==> config.mk <==
export PLATFORM = sky130hd
export DESIGN_NAME = approx_err_sweep_flat
export DESIGN_NICKNAME = d
export VERILOG_FILES = /design/src/rtl/approx_pkg.sv /design/src/rtl/approx_err_sweep_if.sv /design/src/rtl/approx_mul.sv /design/src/rtl/approx_err_sweep.sv /design/src/flat_wrapper.sv
export SDC_FILE = /design/constraint.sdc
export NUM_CORES = 1
export LEC_CHECK = 0
export ABC_CLOCK_PERIOD_IN_PS = 7600
export CELL_PAD_IN_SITES_DETAIL_PLACEMENT = 1
export CELL_PAD_IN_SITES_GLOBAL_PLACEMENT = 1
export CORE_ASPECT_RATIO = 0.75
export CORE_MARGIN = 2
export CORE_UTILIZATION = 25
export CTS_BUF_LIST = sky130_fd_sc_hd__clkbuf_4 sky130_fd_sc_hd__clkbuf_8 sky130_fd_sc_hd__clkbuf_16
export DETAILED_ROUTE_END_ITERATION = 6
export GPL_ROUTABILITY_DRIVEN = 0
export GPL_TIMING_DRIVEN = 0
export PLACE_DENSITY_LB_ADDON = 0.05
export RECOVER_POWER = 50
export SYNTH_ARGS = -nofsm -noshare
export SYNTH_HDL_FRONTEND = slang
export SYNTH_HIERARCHICAL = 1
export SYNTH_SLANG_ARGS = --single-unit
==> constraint.sdc <==
create_clock -name clk -period 7.6 [get_ports clk]
set_input_delay 0.76 -clock clk [delete_from_list [all_inputs] [get_ports clk]]
set_output_delay 0.76 -clock clk [all_outputs]
set_load 0.02 [all_outputs]
==> src/rtl/approx_pkg.sv <==
// approx_pkg: shared definitions for the approximate-multiplier error sweep.
// Contents:
//   MODE_*     operand-truncation mode encodings.
//   state_t    sweep controller states.
//   cnt_width  width of the mismatch counter for operand width w.
//   sum_width  width of the absolute-error accumulator for operand width w.
package approx_pkg;

  localparam logic [1:0] MODE_EXACT     = 2'b00;
  localparam logic [1:0] MODE_TRUNC_A   = 2'b01;
  localparam logic [1:0] MODE_TRUNC_AB  = 2'b10;
  localparam logic [1:0] MODE_EXACT_ALT = 2'b11;

  typedef enum logic [1:0] {
    ST_IDLE  = 2'd0,
    ST_RUN   = 2'd1,
    ST_DRAIN = 2'd2,
    ST_DONE  = 2'd3
  } state_t;

  // Counter must reach 2^(2w), so it needs one bit more than a pair index.
  function automatic int cnt_width(input int w);
    return 2 * w + 1;
  endfunction

  // 2^(2w) pairs times an error below 2^(2w) stays below 2^(4w).
  function automatic int sum_width(input int w);
    return 4 * w;
  endfunction

endpackage

==> src/rtl/approx_err_sweep_if.sv <==
// approx_err_sweep_if: per-pair result stream of the error sweep.
// Signals:
//   res_valid   result present (master -> slave)
//   res_ready   consumer accepts result (slave -> master)
//   res_a/res_b operand pair, W bits each
//   res_approx  approximate product, 2W bits
//   res_exact   exact product, 2W bits
// Modports: master (producer, the sweep), slave (consumer).
interface approx_err_sweep_if #(
  parameter int W = 8
) ();
  logic           res_valid;
  logic           res_ready;
  logic [W-1:0]   res_a;
  logic [W-1:0]   res_b;
  logic [2*W-1:0] res_approx;
  logic [2*W-1:0] res_exact;

  modport master (
    output res_valid, res_a, res_b, res_approx, res_exact,
    input  res_ready
  );

  modport slave (
    input  res_valid, res_a, res_b, res_approx, res_exact,
    output res_ready
  );
endinterface

==> src/rtl/approx_mul.sv <==
// approx_mul: combinational exact and approximate unsigned multiplier.
// Ports:
//   a, b    input  W    operands
//   mode    input  2    01 truncate a, 10 truncate a and b, 00/11 exact
//   approx  output 2W   product with the low T operand bits cleared per mode
//   exact   output 2W   a*b
module approx_mul
  import approx_pkg::*;
#(
  parameter int W = 8,
  parameter int T = 2
) (
  input  logic [W-1:0]   a,
  input  logic [W-1:0]   b,
  input  logic [1:0]     mode,
  output logic [2*W-1:0] approx,
  output logic [2*W-1:0] exact
);

  logic [W-1:0]   a_trunc;
  logic [W-1:0]   b_trunc;
  logic [2*W-1:0] a_ext;
  logic [2*W-1:0] b_ext;
  logic [2*W-1:0] a_trunc_ext;
  logic [2*W-1:0] b_trunc_ext;

  assign a_trunc     = (a >> T) << T;
  assign b_trunc     = (b >> T) << T;
  assign a_ext       = {{W{1'b0}}, a};
  assign b_ext       = {{W{1'b0}}, b};
  assign a_trunc_ext = {{W{1'b0}}, a_trunc};
  assign b_trunc_ext = {{W{1'b0}}, b_trunc};

  assign exact = a_ext * b_ext;

  always_comb begin
    approx = a_ext * b_ext;
    case (mode)
      MODE_TRUNC_A:               approx = a_trunc_ext * b_ext;
      MODE_TRUNC_AB:              approx = a_trunc_ext * b_trunc_ext;
      MODE_EXACT, MODE_EXACT_ALT: approx = a_ext * b_ext;
      default:                    approx = a_ext * b_ext;
    endcase
  end

endmodule

==> src/rtl/approx_err_sweep.sv <==
// approx_err_sweep: sweeps every (a,b) operand pair through approx_mul and
// accumulates mismatch count, total and maximum absolute error.
// Build option: define APPROX_STREAM_EN to present each pair's result on the
// res stream with backpressure; otherwise the stream is tied off and the
// sweep never stalls.
// Ports:
//   clk, rst_n     clock (rising edge), asynchronous active-low reset
//   start, mode    sweep request and multiplier mode (sampled in IDLE)
//   busy, done     high in RUN/DRAIN; one-cycle end-of-sweep pulse
//   err_cnt/err_sum/err_max  sweep statistics, held until next start
//   res            result stream (master side)
module approx_err_sweep
  import approx_pkg::*;
#(
  parameter int W = 8,
  parameter int T = 2
) (
  input  logic                    clk,
  input  logic                    rst_n,
  input  logic                    start,
  input  logic [1:0]              mode,
  output logic                    busy,
  output logic                    done,
  output logic [cnt_width(W)-1:0] err_cnt,
  output logic [sum_width(W)-1:0] err_sum,
  output logic [2*W-1:0]          err_max,
  approx_err_sweep_if.master      res
);

  localparam int CNT_W = cnt_width(W);
  localparam int SUM_W = sum_width(W);

  state_t         state_reg, state_next;
  logic [2*W-1:0] pair_cnt_reg;
  logic [1:0]     mode_reg;
  logic           s1_valid_reg, s2_valid_reg;
  logic [W-1:0]   s1_a_reg, s1_b_reg, s2_a_reg, s2_b_reg;
  logic [2*W-1:0] s2_approx_reg, s2_exact_reg;
  logic [2*W-1:0] mul_approx, mul_exact, diff;
  logic           stall, issue, start_take, pipe_empty;

  approx_mul #(.W(W), .T(T)) u_mul (
    .a      (s1_a_reg),
    .b      (s1_b_reg),
    .mode   (mode_reg),
    .approx (mul_approx),
    .exact  (mul_exact)
  );

  assign start_take = (state_reg == ST_IDLE) && start;
  assign issue      = (state_reg == ST_RUN) && !stall;
  // An undelivered result counts as pipeline content.
  assign pipe_empty = !s1_valid_reg && !s2_valid_reg && !stall;
  assign diff       = (s2_exact_reg >= s2_approx_reg) ? (s2_exact_reg - s2_approx_reg)
                                                      : (s2_approx_reg - s2_exact_reg);

  always_ff @(posedge clk or negedge rst_n) begin
    if (!rst_n) state_reg <= ST_IDLE;
    else        state_reg <= state_next;
  end

  always_comb begin
    state_next = state_reg;
    busy       = 1'b0;
    done       = 1'b0;
    case (state_reg)
      ST_IDLE:  if (start) state_next = ST_RUN;
      ST_RUN: begin
        busy = 1'b1;
        // The all-ones pair is the last; the counter wraps to 0 as it issues.
        if (!stall && (pair_cnt_reg == {(2*W){1'b1}})) state_next = ST_DRAIN;
      end
      ST_DRAIN: begin
        busy = 1'b1;
        if (pipe_empty) state_next = ST_DONE;
      end
      ST_DONE: begin
        done       = 1'b1;
        state_next = ST_IDLE;
      end
      default: state_next = ST_IDLE;
    endcase
  end

  // Pair counter, operand/product pipeline and accumulators all freeze together on stall.
  always_ff @(posedge clk or negedge rst_n) begin
    if (!rst_n) begin
      pair_cnt_reg  <= '0;
      mode_reg      <= MODE_EXACT;
      s1_valid_reg  <= 1'b0;
      s1_a_reg      <= '0;
      s1_b_reg      <= '0;
      s2_valid_reg  <= 1'b0;
      s2_a_reg      <= '0;
      s2_b_reg      <= '0;
      s2_approx_reg <= '0;
      s2_exact_reg  <= '0;
      err_cnt       <= '0;
      err_sum       <= '0;
      err_max       <= '0;
    end else if (start_take) begin
      mode_reg     <= mode;
      pair_cnt_reg <= '0;
      s1_valid_reg <= 1'b0;
      s2_valid_reg <= 1'b0;
      err_cnt      <= '0;
      err_sum      <= '0;
      err_max      <= '0;
    end else if (!stall) begin
      s1_valid_reg <= issue;
      if (issue) begin
        s1_a_reg     <= pair_cnt_reg[2*W-1:W];
        s1_b_reg     <= pair_cnt_reg[W-1:0];
        pair_cnt_reg <= pair_cnt_reg + 1'b1;
      end
      s2_valid_reg <= s1_valid_reg;
      if (s1_valid_reg) begin
        s2_a_reg      <= s1_a_reg;
        s2_b_reg      <= s1_b_reg;
        s2_approx_reg <= mul_approx;
        s2_exact_reg  <= mul_exact;
      end
      if (s2_valid_reg) begin
        if (diff != '0) err_cnt <= err_cnt + CNT_W'(1);
        err_sum <= err_sum + SUM_W'(diff);
        if (diff > err_max) err_max <= diff;
      end
    end
  end

`ifdef APPROX_STREAM_EN
  logic           out_valid_reg;
  logic [W-1:0]   out_a_reg, out_b_reg;
  logic [2*W-1:0] out_approx_reg, out_exact_reg;

  assign stall = out_valid_reg && !res.res_ready;

  always_ff @(posedge clk or negedge rst_n) begin
    if (!rst_n) begin
      out_valid_reg  <= 1'b0;
      out_a_reg      <= '0;
      out_b_reg      <= '0;
      out_approx_reg <= '0;
      out_exact_reg  <= '0;
    end else if (!stall) begin
      out_valid_reg <= s2_valid_reg;
      if (s2_valid_reg) begin
        out_a_reg      <= s2_a_reg;
        out_b_reg      <= s2_b_reg;
        out_approx_reg <= s2_approx_reg;
        out_exact_reg  <= s2_exact_reg;
      end
    end
  end

  assign res.res_valid  = out_valid_reg;
  assign res.res_a      = out_a_reg;
  assign res.res_b      = out_b_reg;
  assign res.res_approx = out_approx_reg;
  assign res.res_exact  = out_exact_reg;
`else
  logic unused_stream;

  assign stall          = 1'b0;
  assign res.res_valid  = 1'b0;
  assign res.res_a      = '0;
  assign res.res_b      = '0;
  assign res.res_approx = '0;
  assign res.res_exact  = '0;
  // Operands in stage 2 only feed the stream; res_ready is ignored here.
  assign unused_stream  = ^{res.res_ready, s2_a_reg, s2_b_reg};
`endif

endmodule

==> src/flat_wrapper.sv <==
// flat-port wrapper written by rule: the top's interface ports become plain ports
module approx_err_sweep_flat import approx_pkg::*;
#(
  parameter int W = 8,
  parameter int T = 2
)
  (clk, rst_n, start, mode, busy, done, err_cnt, err_sum, err_max, res_res_valid, res_res_a, res_res_b, res_res_approx, res_res_exact, res_res_ready);
  approx_err_sweep_if #(.W(W)) res_i ();
  input  logic clk;
  input  logic rst_n;
  input  logic start;
  input  logic [1:0] mode;
  output logic busy;
  output logic done;
  output logic [cnt_width(W)-1:0] err_cnt;
  output logic [sum_width(W)-1:0] err_sum;
  output logic [2*W-1:0] err_max;
  output wire logic [$bits(res_i.res_valid)-1:0] res_res_valid;
  output wire logic [$bits(res_i.res_a)-1:0] res_res_a;
  output wire logic [$bits(res_i.res_b)-1:0] res_res_b;
  output wire logic [$bits(res_i.res_approx)-1:0] res_res_approx;
  output wire logic [$bits(res_i.res_exact)-1:0] res_res_exact;
  input wire logic [$bits(res_i.res_ready)-1:0] res_res_ready;
  assign res_res_valid = res_i.res_valid;
  assign res_res_a = res_i.res_a;
  assign res_res_b = res_i.res_b;
  assign res_res_approx = res_i.res_approx;
  assign res_res_exact = res_i.res_exact;
  assign res_i.res_ready = res_res_ready;
  approx_err_sweep #(.W(W), .T(T)) u_core (.clk(clk), .rst_n(rst_n), .start(start), .mode(mode), .busy(busy), .done(done), .err_cnt(err_cnt), .err_sum(err_sum), .err_max(err_max), .res(res_i));
endmodule
Word-level counts from Yosys, hierarchy flattened
Index checks and enable logic that the tools add are counted.
- word-level logic and storage cells: 71
- output and inout port bits: 116
- register bits after elaboration: 135
- magnitude comparators: 2
- bitwise gates (word level): 1
- eq/ne operators: 10
- reduce and logical (&&, ||, !) cells: 18
- multipliers: 3
- add/subtract/negate cells: 5
- mux-type cells: 20
- operators by type and width (kind ; count):
    $mux 16 ; 6
    $mux 32 ; 2
    $mux 17 ; 3
    $pmux 16 s3 ; 1
    $add 32x16->32 ; 1
    $sub 16x16->16 ; 2
    $add 17x1->17 const B ; 1
    $add 16x1->16 const B ; 1
    $eq 16x16->1 const B ; 1
    $ge 16x16->1 ; 1
    $gt 16x16->1 ; 1
    $mul 8x8->16 ; 1
    $reduce_bool 16->1 ; 1
    $mul 6x8->14 ; 1
    $mul 6x6->12 ; 1
    $eq 2x2->1 const B ; 4
    $pmux 2 s4 ; 1
    $reduce_and 2->1 ; 4
    $reduce_bool 2->1 ; 4
    $mux 2 ; 3
    $eq 2x1->1 const B ; 2
    $logic_not 2->1 ; 2
    $mux 1 ; 4
    $ne 2x2->1 const B ; 2
    6 further kinds ; 9

Longest topological paths before layout
Gate-level depths: netlist (run 1).
- depth after elaboration: 6
- depth in mapped cells: 24

Hierarchy
The synthesis (run 1) kept the hierarchy.
- by module, submodules not included (module ; cells each ; times used ; area an instance (um^2)):
    approx_err_sweep ; 998 ; 1 ; 9032.4
    approx_mul ; 500 ; 1 ; 4132.7

Worst setup path before layout (run 1)
No wires, ideal clock.
- path type: register to register
- start: reg u_core.s2_exact_reg[0]
- end: reg u_core.err_sum[20]
- setup slack: 2731 ps
- data arrival time: 4748 ps
- library setup time: 120 ps
- required time: 7480 ps
- clock period less this slack: 4869 ps
- stages on the path, launching flop included: 24
- cells stage by stage: dfrtp_1 -> inv_1 -> ha_1 -> inv_1 -> fa_1 -> a211oi_1 -> o21bai_1 -> o311ai_2 -> o211a_1 -> buf_6 -> mux2i_1 -> xnor2_1 -> ha_1 -> nand3_1 -> nand2_1 -> a31oi_1 -> o21ai_0 -> a31oi_1 -> o31ai_1 -> a21oi_1 -> o21bai_1 -> clkbuf_1 -> a31oi_1 -> a41o_1
- cells in the longest elaborated chain, start to end: 5
- elaborated cells on any way between the ends: 7
- classes of those cells: 3 x add/sub; 1 x order compare; 3 x mux
- ends and longest elaborated chain (element ; RTL line ; source):
    from (decl) ; approx_err_sweep.sv:38 ; logic [2*W-1:0] s2_approx_reg, s2_exact_reg;
    from (signal assigned) ; approx_err_sweep.sv:121 ; s2_exact_reg <= mul_exact;
    $sub 16x16->16, or another cell as far along ; approx_err_sweep.sv:55 ; : (s2_approx_reg - s2_exact_reg);
    $mux 16 * ; approx_err_sweep.sv:54 ; assign diff = (s2_exact_reg >= s2_approx_reg) ? (s2_exact_reg - s2_approx_reg)
    $add 32x16->32 * ; approx_err_sweep.sv:125 ; err_sum <= err_sum + SUM_W'(diff);
    $mux 32 * ; approx_err_sweep.sv:123 ; if (s2_valid_reg) begin
    $mux 32 * ; approx_err_sweep.sv:101 ; end else if (start_take) begin
    to (signal assigned) ; approx_err_sweep.sv:125 ;
    to (decl) ; approx_err_sweep.sv:25 ; output logic [sum_width(W)-1:0] err_sum,
Mark *: on every way between the ends. The rest lies on a longest branch, timed or not. The select of a mux whose other input is x is not followed.
A chain may end at the register's enable or synchronous reset.

Worst setup path in the final report (run 1)
- start: reg u_core.s2_exact_reg[0]
- end: reg u_core.err_sum[16]
The elaborated chain is that of the path after synthesis.

==> results_dict.tcl, run 1 <==
set metrics [dict create \
    power.leakage_nw 7.707 \
    rows 72 \
    critPathArrivalTime_ns 6.94 \
    synth_area_per_cell_um2 8.788 \
    slew_viol_final 138 \
    cp.required_ns 7.95 \
    drt_iter0_drc 440 \
    regMostFlops "u_core/err_sum" \
    reg_top3 "u_core/err_sum: 32 flops, u_core/err_cnt: 17 flops" \
    yosys.area_share.simple 0.1488 \
    maxCapViolations 2 \
    fmax_mhz 151.6 \
    synth_cell_types 71 \
    viasPerCell 4.652 \
    synth_area_mm2 0.01317 \
    grt_pass1_vias 11210 \
    area_growth_pct 18.18 \
    status "finished, violations left" \
    place_ws_ns 1.160 \
    ir_drop_mv 0.1994 \
    largest_reg_flops 32 \
    synth_edf_count 0 \
    cts_buffers 17 \
    ys_warn_count 6 \
    ctsResizeCount 0 \
    htreeDepth 4 \
    io_buffers 71 \
    clkSinkCount 135 \
    cts_tree "done" \
    finalSetupTns_ns 0 \
    drcViolationCount 0 \
    rsz0062_at_grt "false" \
    finalClockSkew_ns 0.01419 \
    start_kind "flip-flop" \
    drive_gt1_frac 0.08843 \
    critical_path_class "reg -> reg" \
    hold_slack_ns 0.5200 \
    detail-route-antenna-nets 0 \
    clk_path_buf_depth 2 \
    min_path_cells 1 \
    fp.dieH_um 202.7 \
    num_vias 10960 \
    synth_fa_ha_area_frac 0.2393 \
    fin_crit_sh 0.8678 \
    r2r-end "u_core/err_sum[16]" \
    grt_start_max_net_pins 89 \
    power_density_mw_per_mm2 333.4 \
    synth_seq_cells 135 \
    ios 122 \
    hpwlAfterDp_mm 36.12 \
    power_mw 5.187 \
    yosysSeqAreaShare 0.2566 \
    violations "max-capacitance violations, max-slew violations" \
    grt-busiest-layer "met1" \
    dieArea_mm2 0.05453 \
    synth_top_family_by_area "adder cells" \
    regToRegSetupSlack_ns 1.00 \
    r2r.worst_path.cells 23 \
    layout_setup_ws_ns 1.004 \
    slew_headroom -0.8236 \
    worstPathMaxFanout 10 \
    die_w_um 269.0 \
    antenna_found_initial 1 \
    synthMuxAreaShare 0.03431 \
    coreArea_mm2 0.05180 \
    cts_hold_buffers 0 \
    reg2reg_from "u_core/s2_exact_reg[0]" \
    wl_per_cell_um 18.95 \
    clock_latency_ns 0.46 \
    initial_core_util 0.2542 \
    async_flop_share 1.000 \
    holdCritStartpoint "u_core/err_cnt[16]" \
    path_clk_slew_ns 0.07 \
    setup_violations 0 \
    grt_use_total 0.1679 \
    first_pass_iters 5 \
    cts_setup_buffers 0 \
    syn_inst 1498 \
    synthFlopType "dfrtp_1" \
    wirelength_mm 44.65 \
    period_minus_slack_ns 6.596 \
    finalHoldViolCount 0 \
    synth_compound_gate_area_share 0.1688 \
    use_met3 0.03214 \
    overflow 0 \
    worst_pin_slew_ns 2.735 \
    worst_setup_path_end_kind "flip-flop" \
    min_to "u_core/err_cnt[16]" \
    synth_xor_area_frac 0.04723 \
    cts-root-buf "clkbuf_16" \
    use_met2 0.2140 \
    fin_nets 1855 \
    min_path_type "reg -> reg" \
    grt_pass1_wl_mm 69.50 \
    grt.met1_usage 0.2819 \
]
[final cells by class]
type,count,area (µm²)
flip-flops and latches,135,3378
diodes,2,5.005
well taps,703,879.6
clock buffers,19,446.7
clock inverters,13,157.7
fillers,6085,36240
plain buffers,101,641.9
multi-input cells,1114,8597
repair buffers,73,716.9
inverters,196,735.7
[cells in the mapped netlist, drive strengths merged (15+ instances only)]
master,instances,area (µm²)
ha,143,1789
nor2,111,416.7
nand4,18,112.6
dfrtp,135,3378
nand3,28,140.1
mux2i,26,260.3
o21ai,89,445.4
clkbuf,30,112.6
inv,196,735.7
a21o,18,136.4
buf,71,529.3
o31ai,15,142.6
a211oi,24,185.2
fa,68,1361
and2,53,331.6
xor2,31,271.5
mux2,17,191.4
xnor2,40,350.3
and3,25,156.4
a21oi,80,407.9
nand2,115,431.7
[layout by cell type (no fill, tap or decap), types with 54 or more instances in the layout]
| cell | instances |
|---|---|
| ha_1 | 143 |
| clkdlybuf4s50_1 | 56 |
| inv_1 | 196 |
| nor2_1 | 111 |
| o21ai_0 | 85 |
| buf_4 | 54 |
| a21oi_1 | 78 |
| dfrtp_1 | 135 |
| nand2_1 | 115 |
| fa_1 | 68 |
[kinds of logic (layout without fill, tap and decap cells)]
group / count (synthesis) / count (layout)
AOI/OAI and AO/OA: 332 / 332
other: 1 / 51
buffers and inverters: 297 / 402
adders and majority gates: 211 / 211
and+or+nand+nor: 408 / 408
xor gates and xnor gates: 71 / 71
DFF: 135 / 135
muxes: 43 / 43
[worst max-delay path, cell delays in order (launching register included)]
cell      delay (ns)
dfrtp_1         0.38
inv_1           0.08
ha_1            0.16
inv_1           0.05
fa_1            0.42
a211oi_1        0.23
o21bai_1        0.25
o311ai_2        0.59
o211a_1         0.22
buf_6           0.15
mux2i_1         0.10
xnor2_1         0.60
ha_1            0.31
a21oi_1         0.07
nand2_1         0.12
a31oi_1         0.14
o21ai_0         0.48
a31oi_1         0.22
o31ai_1         0.40
a21oi_1         0.13
o21bai_1        0.51
clkbuf_1        0.43
a21boi_0        0.17
o21a_1          0.23
[power by group]
part | internal, mW | switching (mW)
sequential | 0.863 | 0.157
combinational | 1.24 | 2.04
clock | 0.506 | 0.383
total | 2.60 | 2.58
[how the worst max path moves through the flow]
stage,endpoint,from,cells past startpoint
2_1_floorplan,u_core/err_sum[20],u_core/s2_exact_reg[0],23
3_3_place_gp,u_core/s2_approx_reg[12],rst_n,1
3_5_place_dp,u_core/err_sum[16],u_core/s2_exact_reg[0],23
4_1_cts,u_core/err_sum[16],u_core/s2_exact_reg[0],23
5_1_grt,u_core/err_sum[16],u_core/s2_exact_reg[0],23
6_report,u_core/err_sum[16],u_core/s2_exact_reg[0],23
[stage by stage]
step / utilization / area [µm²] / cells
global placement: 0.2883 / 14940 / 2320
CTS: 0.3009 / 15590 / 2354
detailed placement: 0.2893 / 14980 / 2322
floorplan: - / 13350 / 1546
global route: 0.3003 / 15550 / 2354
finish: 0.3004 / 15560 / 2356
[metal layers]
layer,wire [µm],part of all wire
met4,253,0.0057
met3,1299,0.029
met5,0,0
met2,16990,0.38
met1,26100,0.58
Power figures use the tool's default switching activity.
==> run 2, diff against run 1 <==
SLEW_MARGIN = 30   (was unset)
TNS_END_PERCENT = 10   (was unset)
==> results_dict.tcl, run 2 (synthesis results as in run 1) <==
set metrics [dict create \
    setup_violations 0 \
    layout_commonest_cell "inv_1" \
    grt_start_max_net_pins 49 \
    drive_gt1_frac 0.08783 \
    grt_pass1_wl_mm 69.58 \
    instances_no_fill 2354 \
    grt_pass1_vias 11290 \
    ios 122 \
    layout_setup_ws_ns 1.117 \
    rows 72 \
    hpwlAfterDp_mm 36.32 \
    fmax_mhz 154.3 \
    wl_per_cell_um 18.97 \
    start_kind "flip-flop" \
    period_minus_slack_ns 6.483 \
    cts-root-buf "clkbuf_16" \
    maxCapViolations 2 \
    detail-route-antenna-nets 0 \
    ctsResizeCount 0 \
    num_vias 11020 \
    fin_nets 1855 \
    power_density_mw_per_mm2 332.6 \
    area_growth_pct 18.09 \
    cts_setup_buffers 0 \
    cts_hold_buffers 0 \
    violations "max-capacitance violations, max-slew violations" \
    path_clk_slew_ns 0.07 \
    rsz0062_at_grt "false" \
    fin_area_mm2 0.01555 \
    wl_met1_mm 26.05 \
    grt_use_total 0.1677 \
    min_path_type "reg -> reg" \
    drcViolationCount 0 \
    io_buffers 71 \
    fillerInstances 6123 \
    antenna_found_initial 0 \
    top_layer "met4" \
    dieArea_mm2 0.05453 \
    worst_pin_slew_ns 2.741 \
    reg_top3 "u_core/err_sum: 32 flops, u_core/err_cnt: 17 flops" \
    fin_crit_sh 0.8530 \
    route.met3.wl_mm 1.365 \
    status "finished, violations left" \
    die_w_um 269.0 \
    ir_drop_mv 0.1510 \
    clkSinkCount 135 \
    largest_reg_flops 32 \
    clk_path_buf_depth 2 \
    slew_viol_final 93 \
    overflow 0 \
    initial_core_util 0.2542 \
    htreeDepth 4 \
    clock_latency_ns 0.45 \
    layout_common_cells "196 x inv_1, 143 x ha_1, 135 x dfrtp_1" \
    cts_buffers 17 \
    wl_met2_mm 17.00 \
    cp.required_ns 7.94 \
    slew_headroom -0.8275 \
    dp_cells 2322 \
    finalClockSkew_ns 0.01166 \
    finalSetupTns_ns 0 \
    first_pass_iters 5 \
    hold_slack_ns 0.5084 \
    critPathArrivalTime_ns 6.83 \
    diodes 0 \
    cts_tree "done" \
    drt_iter0_drc 513 \
    regMostFlops "u_core/err_sum" \
    fp.dieH_um 202.7 \
    place_ws_ns 1.116 \
    wirelength_mm 44.65 \
    finalHoldViolCount 0 \
    coreArea_mm2 0.05180 \
    dpl_cell_area_mm2 0.01501 \
    worstPathMaxFanout 10 \
    worst_setup_path_end_kind "flip-flop" \
    power.leakage_nw 7.698 \
    viasPerCell 4.682 \
    critical_path_class "reg -> reg" \
]
[run 2: power breakdown]
group / internal (mW) / leakage, nW / total [mW] / switching [mW]
Clock: 0.474 / 0.287 / 0.864 / 0.389
Combinational: 1.23 / 5.58 / 3.29 / 2.05
Sequential: 0.863 / 1.83 / 1.02 / 0.156
[run 2: final timing paths]
| path | slack, ns | to | cells after the start | start |
|---|---|---|---|---|
| setup / recovery | 1.12 | u_core/err_sum[16] | 23 | u_core/s2_exact_reg[0] |
| setup reg to reg | 1.12 | u_core/err_sum[16] | 23 | u_core/s2_exact_reg[0] |
| max in group asynchronous | 1.99 | u_core/s2_approx_reg[15] | 3 | rst_n |
| hold reg to reg | 0.51 | u_core/err_cnt[16] | 1 | u_core/err_cnt[16] |
| min in group asynchronous | 1.16 | u_core/err_sum[23] | 1 | rst_n |
| hold / removal | 0.51 | u_core/err_cnt[16] | 1 | u_core/err_cnt[16] |
[run 2: layout make-up]
cell class	count	area (µm²)	share of cell area
clock buffers	18	439.2	0.02825
plain buffers	101	641.9	0.04129
inverters	196	735.7	0.04732
well taps	703	879.6	0.05658
multi-input cells	1114	8607	0.5536
repair buffers	73	713.2	0.04588
clock inverters	14	151.4	0.009738
flip-flops and latches	135	3378	0.2173
[run 2: metal layers]
| metal | vias to the layer above | track usage |
|---|---|---|
| met5 | - | 0 |
| met4 | 0 | 0.02619 |
| met3 | 12 | 0.02899 |
| met2 | 129 | 0.2173 |
| met1 | 5592 | 0.2815 |
| li1 | 5288 | - |
[run 2: per-stage QoR]
stage                     total power, mW    util
after CTS                           5.257  0.3012
final                               5.170  0.3001
after global placement              4.292  0.2883
after detailed placement            4.346  0.2898
after global routing                5.630  0.3001
after floorplan                     3.157       -
[run 2: critical path: stages, from the launching register on]
cell      delay [ns]
dfrtp_1         0.38
inv_1           0.08
ha_1            0.17
inv_1           0.05
fa_1            0.42
a211oi_1        0.23
o21bai_1        0.24
o311ai_2        0.56
o211a_1         0.23
buf_6           0.16
mux2i_1         0.10
xnor2_1         0.51
ha_1            0.28
nand3_1         0.09
nand2_1         0.12
a31oi_1         0.14
o21ai_0         0.48
a31oi_1         0.24
o31ai_1         0.41
a21oi_1         0.13
o21bai_1        0.51
clkbuf_1        0.44
a21boi_0        0.17
o21a_1          0.22
